==> config.mk <==
export PLATFORM = sky130hd
export DESIGN_NAME = fifo_mem_responder
export DESIGN_NICKNAME = d
export VERILOG_FILES = /design/src/rtl/fifo_mem_responder.sv
export SDC_FILE = /design/constraint.sdc
export NUM_CORES = 1
export LEC_CHECK = 0
export BUFFER_PORTS_ARGS = -buffer_cell sky130_fd_sc_hd__buf_4
export CAP_MARGIN = 10
export CORE_UTILIZATION = 30
export DETAILED_ROUTE_END_ITERATION = 7
export GPL_TIMING_DRIVEN = 0
export PLACE_DENSITY = 0.49
export SYNTH_ARGS = -nofsm -noshare
export SYNTH_HDL_FRONTEND = slang
export SYNTH_SLANG_ARGS = --single-unit
==> constraint.sdc <==
create_clock -name clk -period 8.3 [get_ports clk]
set_clock_uncertainty 0.1 [all_clocks]
set_input_delay 2.49 -clock clk [delete_from_list [all_inputs] [get_ports clk]]
set_output_delay 2.49 -clock clk [all_outputs]
set_load 0.02 [all_outputs]
==> src/rtl/fifo_mem_responder.sv <==
// Command responder between the fifo-cache port and the DDR3 native port.
// Writes go straight out; read beats return through a credit-guarded FIFO.
module fifo_mem_responder #(
    parameter int RSP_DEPTH = 4
) (
    input  logic         clk,
    input  logic         rst,
    input  logic         io_fifo_cmd_valid,
    output logic         io_fifo_cmd_ready,
    input  logic         io_fifo_cmd_type,
    input  logic [26:0]  io_fifo_cmd_addr,
    input  logic [5:0]   io_fifo_cmd_burst_cnt,
    input  logic [127:0] io_fifo_cmd_wt_data,
    input  logic [15:0]  io_fifo_cmd_wt_mask,
    output logic         io_fifo_rsp_valid,
    input  logic         io_fifo_rsp_ready,
    output logic [127:0] io_fifo_rsp_data,
    input  logic         io_mem_init_calib_complete,
    input  logic         io_mem_cmd_ready,
    output logic         io_mem_cmd_en,
    output logic [2:0]   io_mem_cmd,
    output logic [26:0]  io_mem_addr,
    input  logic         io_mem_wr_data_rdy,
    output logic         io_mem_wr_data_en,
    output logic         io_mem_wr_data_end,
    output logic [127:0] io_mem_wr_data,
    output logic [15:0]  io_mem_wr_data_mask,
    input  logic         io_mem_rd_data_valid,
    input  logic [127:0] io_mem_rd_data,
    input  logic         io_mem_rd_data_end
);
    localparam int AW = (RSP_DEPTH > 1) ? $clog2(RSP_DEPTH) : 1;
    localparam int CW = AW + 1;
    localparam logic [CW-1:0] FULL = CW'(RSP_DEPTH);
    localparam logic [CW:0] LIMIT = (CW + 1)'(RSP_DEPTH);

    typedef enum logic [1:0] {
        IDLE,
        WR,
        RD,
        DRAIN
    } state_t;

    state_t          state;
    logic            calib_q;
    logic            type_q;
    logic [26:0]     addr_q;
    logic [127:0]    data_q;
    logic [15:0]     mask_q;
    logic [6:0]      beats_q;
    logic [5:0]      issued;
    logic [CW-1:0]   outstanding;
    logic [CW-1:0]   count;
    logic [AW-1:0]   wr_ptr;
    logic [AW-1:0]   rd_ptr;
    logic [127:0]    rsp_mem [RSP_DEPTH];

    logic credit_ok;
    logic wr_fire;
    logic rd_fire;
    logic last_beat;
    logic push;
    logic pop;

    wire unused_ok = &{1'b0, io_mem_rd_data_end, io_fifo_cmd_addr[3:0]};

    // Beats already in the FIFO plus beats still in flight must fit.
    assign credit_ok = ({1'b0, count} + {1'b0, outstanding}) < LIMIT;
    assign wr_fire = (state == WR) && io_mem_cmd_ready && io_mem_wr_data_rdy;
    assign rd_fire = (state == RD) && io_mem_cmd_ready && credit_ok;
    assign last_beat = (({1'b0, issued} + 7'd1) == beats_q);
    assign push = io_mem_rd_data_valid && (outstanding != '0)
                  && (count != FULL);
    assign pop = (count != '0) && io_fifo_rsp_ready;

    assign io_fifo_cmd_ready = (state == IDLE) && calib_q;
    assign io_mem_cmd_en = wr_fire || rd_fire;
    assign io_mem_cmd = {2'b00, type_q};
    assign io_mem_addr = addr_q + {17'd0, issued, 4'd0};
    assign io_mem_wr_data_en = wr_fire;
    assign io_mem_wr_data_end = wr_fire;
    assign io_mem_wr_data = data_q;
    assign io_mem_wr_data_mask = mask_q;
    assign io_fifo_rsp_valid = (count != '0);
    assign io_fifo_rsp_data = io_fifo_rsp_valid ? rsp_mem[rd_ptr] : '0;

    always_ff @(posedge clk or posedge rst) begin
        if (rst) begin
            state   <= IDLE;
            calib_q <= 1'b0;
            type_q  <= 1'b0;
            addr_q  <= '0;
            data_q  <= '0;
            mask_q  <= 16'hFFFF;
            beats_q <= '0;
            issued  <= '0;
        end else begin
            calib_q <= io_mem_init_calib_complete;
            unique case (state)
                IDLE: begin
                    if (io_fifo_cmd_valid && io_fifo_cmd_ready) begin
                        type_q  <= io_fifo_cmd_type;
                        addr_q  <= {io_fifo_cmd_addr[26:4], 4'b0};
                        data_q  <= io_fifo_cmd_wt_data;
                        mask_q  <= io_fifo_cmd_wt_mask;
                        beats_q <= {1'b0, io_fifo_cmd_burst_cnt} + 7'd1;
                        issued  <= '0;
                        state   <= io_fifo_cmd_type ? RD : WR;
                    end
                end
                WR: begin
                    if (wr_fire) state <= IDLE;
                end
                RD: begin
                    if (rd_fire) begin
                        issued <= issued + 6'd1;
                        if (last_beat) state <= DRAIN;
                    end
                end
                DRAIN: begin
                    if (outstanding == '0) state <= IDLE;
                end
                default: state <= IDLE;
            endcase
        end
    end

    always_ff @(posedge clk or posedge rst) begin
        if (rst) begin
            outstanding <= '0;
            count       <= '0;
            wr_ptr      <= '0;
            rd_ptr      <= '0;
        end else begin
            outstanding <= outstanding + CW'(rd_fire) - CW'(push);
            count       <= count + CW'(push) - CW'(pop);
            if (push) wr_ptr <= wr_ptr + AW'(1);
            if (pop) rd_ptr <= rd_ptr + AW'(1);
        end
    end

    always_ff @(posedge clk) begin
        if (push) rsp_mem[wr_ptr] <= io_mem_rd_data;
    end

endmodule

==> metrics.md <==
| Metric | Value |
|---|---|
| Count of cell types in the netlist | 47 |
| Most used cell, CP | buf_4 |
| Worst-path maximum fanout | 3 |
| Hold violation count in the final report | 0 |
| Crit start category | primary input |
| Final WL | 76,360 um |
| VDD IR max | 0.0001762 V |
| Sequential share of power | 36.4% |
| Reg2Reg Depth | 10 |
| Data required, critical path | 5.71 ns |
| Initial antenna violation count | 14 |
| Initial DRC Count | 707 |
| Period utilization | 72.08% |
| Post-Synth XOR/XNOR Area | 1.327% |
| Post-synth top area share | 55.45% |
| Crit-path cells | buf_4 > and2_1 > and3_1 > a31o_2 > buf_4 |
| Layout Nets | 2,447 |
| Final setup viols | 0 |
| Post-synth EDFFs | 512 |
| First-pass GRT wire length | 111,900 um |
| CTS Buf Count | 84 |
| Htree depth | 3 |
| Largest stage delay, worst path | 0.25 ns |
| Simple-gate portion of the synthesized area | 4.355% |
| CTS Buffer Depth | 3 |
| RSZ-0062 raised after global routing | no |
| Ys flop type | edfxtp_1 |
| Critical-path top delay cell | and3_1 |
| Non-filler cells, final | 3,373 |
| Post-synth ARST share | 27.48% |
| Syn_area_per_cell | 19.79 sq um |
| Final Core Density | 40.32% |
| Chip height | 306 um |
| Proportion of synthesized area in mux cells | 17.26% |
| DRC violations left | 0 |
| Share of layout cells above drive strength 1 | 50.87% |
| Tmin final | 5.983 ns |
| Dpl hpwl | 54,220 um |
| Lkg Pwr | 0.01482 uW |
| Via/cell ratio | 4.541 |
| Total Routing Usage GR | 16.25% |
| Area contributors post-synth | edfxtp_1 55%, dfrtp_1 16%, mux4_2 10%, mux2_2 6.6%, and2_1 3.0% |
| Post-CTS Hold Buffers | 0 |
| Worst setup margin | 2.317 ns |
| Post-route cell area | 36,960 sq um |
| Max-Cap Viols | 0 |
| Syn Std Cell Area | 27,730 sq um |
| Number of global-route vias before repair | 16,700 |
| Initial core utilization | 30.25% |
| FMAX | 0.1671 GHz |
| Clock Sinks | 706 |
| DR WL/cell | 22.64 um |
| Reg clk slew, reported paths | 0.06 ns |
| Clock share of power | 30.2% |
| Slew Limit Fails | 0 |
| CP endpoint kind | output port |
| Post-synth top area cell | edfxtp_1 |
| CTS tree | built |
| Largest net degree at the start of global routing | 99 |
| Internal power | 8533 uW |
| Worst min-delay path class | reg2reg |
| Complex-gate fraction of the synthesized area | 0.9567% |
| Setup slack at placement | 2.307 ns |
| I/O Buffers | 610 |
| Seq/Total Area, Yosys | 73.04% |
| Slew headroom | 20.77% |
| Synth Register Bits | 706 |
| Via count | 15,320 |
| Multi-input gate area | 6954 sq um |
| Net Switching | 3911 uW |
| Synthesis Warnings | 0 |
| Grt ovf | 0 |
| Critical Path AT | 3.39 ns |
| Status | finished, final reports clean |
| RD Place Congestion | 0.7948 |
| Largest family of logic cells by synthesized area | multiplexers |
| Worst skew pair latency | 0.61 ns |
| Post-cts resize count | 0 |
| Worst-margin pin slew | 1.188 ns |
| Kind of critical path | in2out |
| PwrDens | 336.7 nW/um^2 |
| Post-Synth Adder-Cell Area | 1.065% |
| Mapped Cells | 1,401 |
| Drt pass-1 iters | 4 |
| Switching Share | 31.43% |
| Dpl cells | 3,211 |
| CTS root buf | clkbuf_16 |
| IO Count | 622 |
| Core area | 91,660 sq um |
| Rows | 111 |
| Area post-placement | 34,070 sq um |
| Hold depth | 1 |
| Setup TNS | 0 ns |
| Comb power frac | 33.4% |
| Post-CTS Setup Bufs | 0 |
| DRT antenna net count | 0 |
| Filler Cell Count | 8,431 |
| Die Wd | 306 um |
| Die area | 93,640 sq um |
| Area Growth Syn to Fin | 33.30% |
| Reg area | 20,250 sq um |
## final cells by class
| type | count | share of cell area [%] |
|---|---|---|
| multi-input cells | 610 | 18.82 |
| repair buffers | 619 | 13.06 |
| flip-flops and latches | 706 | 54.79 |
| clock inverters | 45 | 1.391 |
| well taps | 1186 | 4.015 |
| plain buffers | 74 | 1.327 |
| clock buffers | 112 | 6.382 |
| inverters | 16 | 0.1828 |
| diodes | 5 | 0.03385 |
## sequential cells by signal, summed over array words and instances, names as in the netlist
signal,count
rsp_mem,512
io_mem_wr_data,128
addr_q,23
io_mem_wr_data_mask,16
beats_q,7
issued,6
count,3
outstanding,3
rd_ptr,2
state,2
wr_ptr,2
calib_q,1
type_q,1
## cell usage in the layout (no fill, tap or decap), drive strengths merged, types with 2 or more instances in the layout
| cell | synthesis | final |
|---|---|---|
| mux2 | 169 | 169 |
| nand4 | 5 | 5 |
| xor2 | 6 | 6 |
| clkinv | 0 | 33 |
| bufinv | 0 | 9 |
| o21ai | 16 | 16 |
| nor3b | 2 | 2 |
| mux4 | 128 | 128 |
| nor2 | 12 | 12 |
| inv | 16 | 18 |
| dfstp | 16 | 16 |
| nand2 | 13 | 13 |
| clkbuf | 24 | 136 |
| conb | 1 | 6 |
| and3 | 10 | 10 |
| diode | 0 | 5 |
| o22ai | 2 | 2 |
| ha | 18 | 18 |
| or3 | 3 | 3 |
| dfrtp | 178 | 178 |
| edfxtp | 512 | 512 |
| and2 | 134 | 134 |
| nand3 | 16 | 16 |
| xnor2 | 36 | 36 |
| a21o | 3 | 3 |
| a21oi | 13 | 13 |
| buf | 50 | 669 |
| a31oi | 2 | 2 |
| fa | 3 | 3 |
## power groups by stage
| stage | clock network, uW | registers [uW] | logic [uW] |
|---|---|---|---|
| after floorplan | 0 | 4640 | 2460 |
| final | 3760 | 4530 | 4160 |
| after global routing | 4000 | 4580 | 4490 |
| after global placement | 0 | 4740 | 4210 |
| after detailed placement | 0 | 4610 | 4300 |
| after CTS | 3880 | 4540 | 4310 |
## layer usage
layer	vias to the layer above	wire length, um	global-route usage [%]
li1	6842	-	-
met1	7868	28910	18.46
met2	494	39120	28.15
met3	101	6551	6.048
met4	12	1698	5.212
met5	-	81	0
## path summary, 6_finish.rpt
path	startpoint	endpoint	slack, ns
hold reg to reg	io_mem_wr_data[110]	io_mem_wr_data[110]	0.39
min in group asynchronous	rst	io_mem_wr_data[28]	1.88
setup / recovery	io_mem_wr_data_rdy	io_mem_cmd_en	2.32
hold / removal	io_mem_wr_data[110]	io_mem_wr_data[110]	0.39
setup reg to reg	outstanding[1]	outstanding[2]	5.59
max in group asynchronous	rst	issued[5]	5.22
## cell usage after synthesis (all sizes together) (5+ instances only)
library cell	n
edfxtp	512
dfrtp	178
mux2	169
and2	134
mux4	128
buf	50
xnor2	36
clkbuf	24
ha	18
dfstp	16
inv	16
nand3	16
o21ai	16
a21oi	13
nand2	13
nor2	12
and3	10
xor2	6
nand4	5
## metrics by stage
step / power (uW) / hold WS, ns
after floorplan: 7100 / 0.3819
after global placement: 8952 / 0.3766
after detailed placement: 8907 / 0.3810
after CTS: 12730 / 0.3957
after global routing: 13070 / 0.4136
final: 12440 / 0.3931
## critical path: cells and delay by family
| family | cells | cell delay, ns |
|---|---|---|
| compound gates | 1 | 0.23 |
| buf+inv | 2 | 0.27 |
| simple gates | 2 | 0.40 |
## logic make-up after synthesis
group | count (synthesis)
compound gates | 43
xor+xnor | 42
fa+ha+maj | 22
buf+inv | 90
flops | 706
mux | 297
other cells | 1
simple gates | 200
No activity file was read; power rests on OpenSTA's default activity.
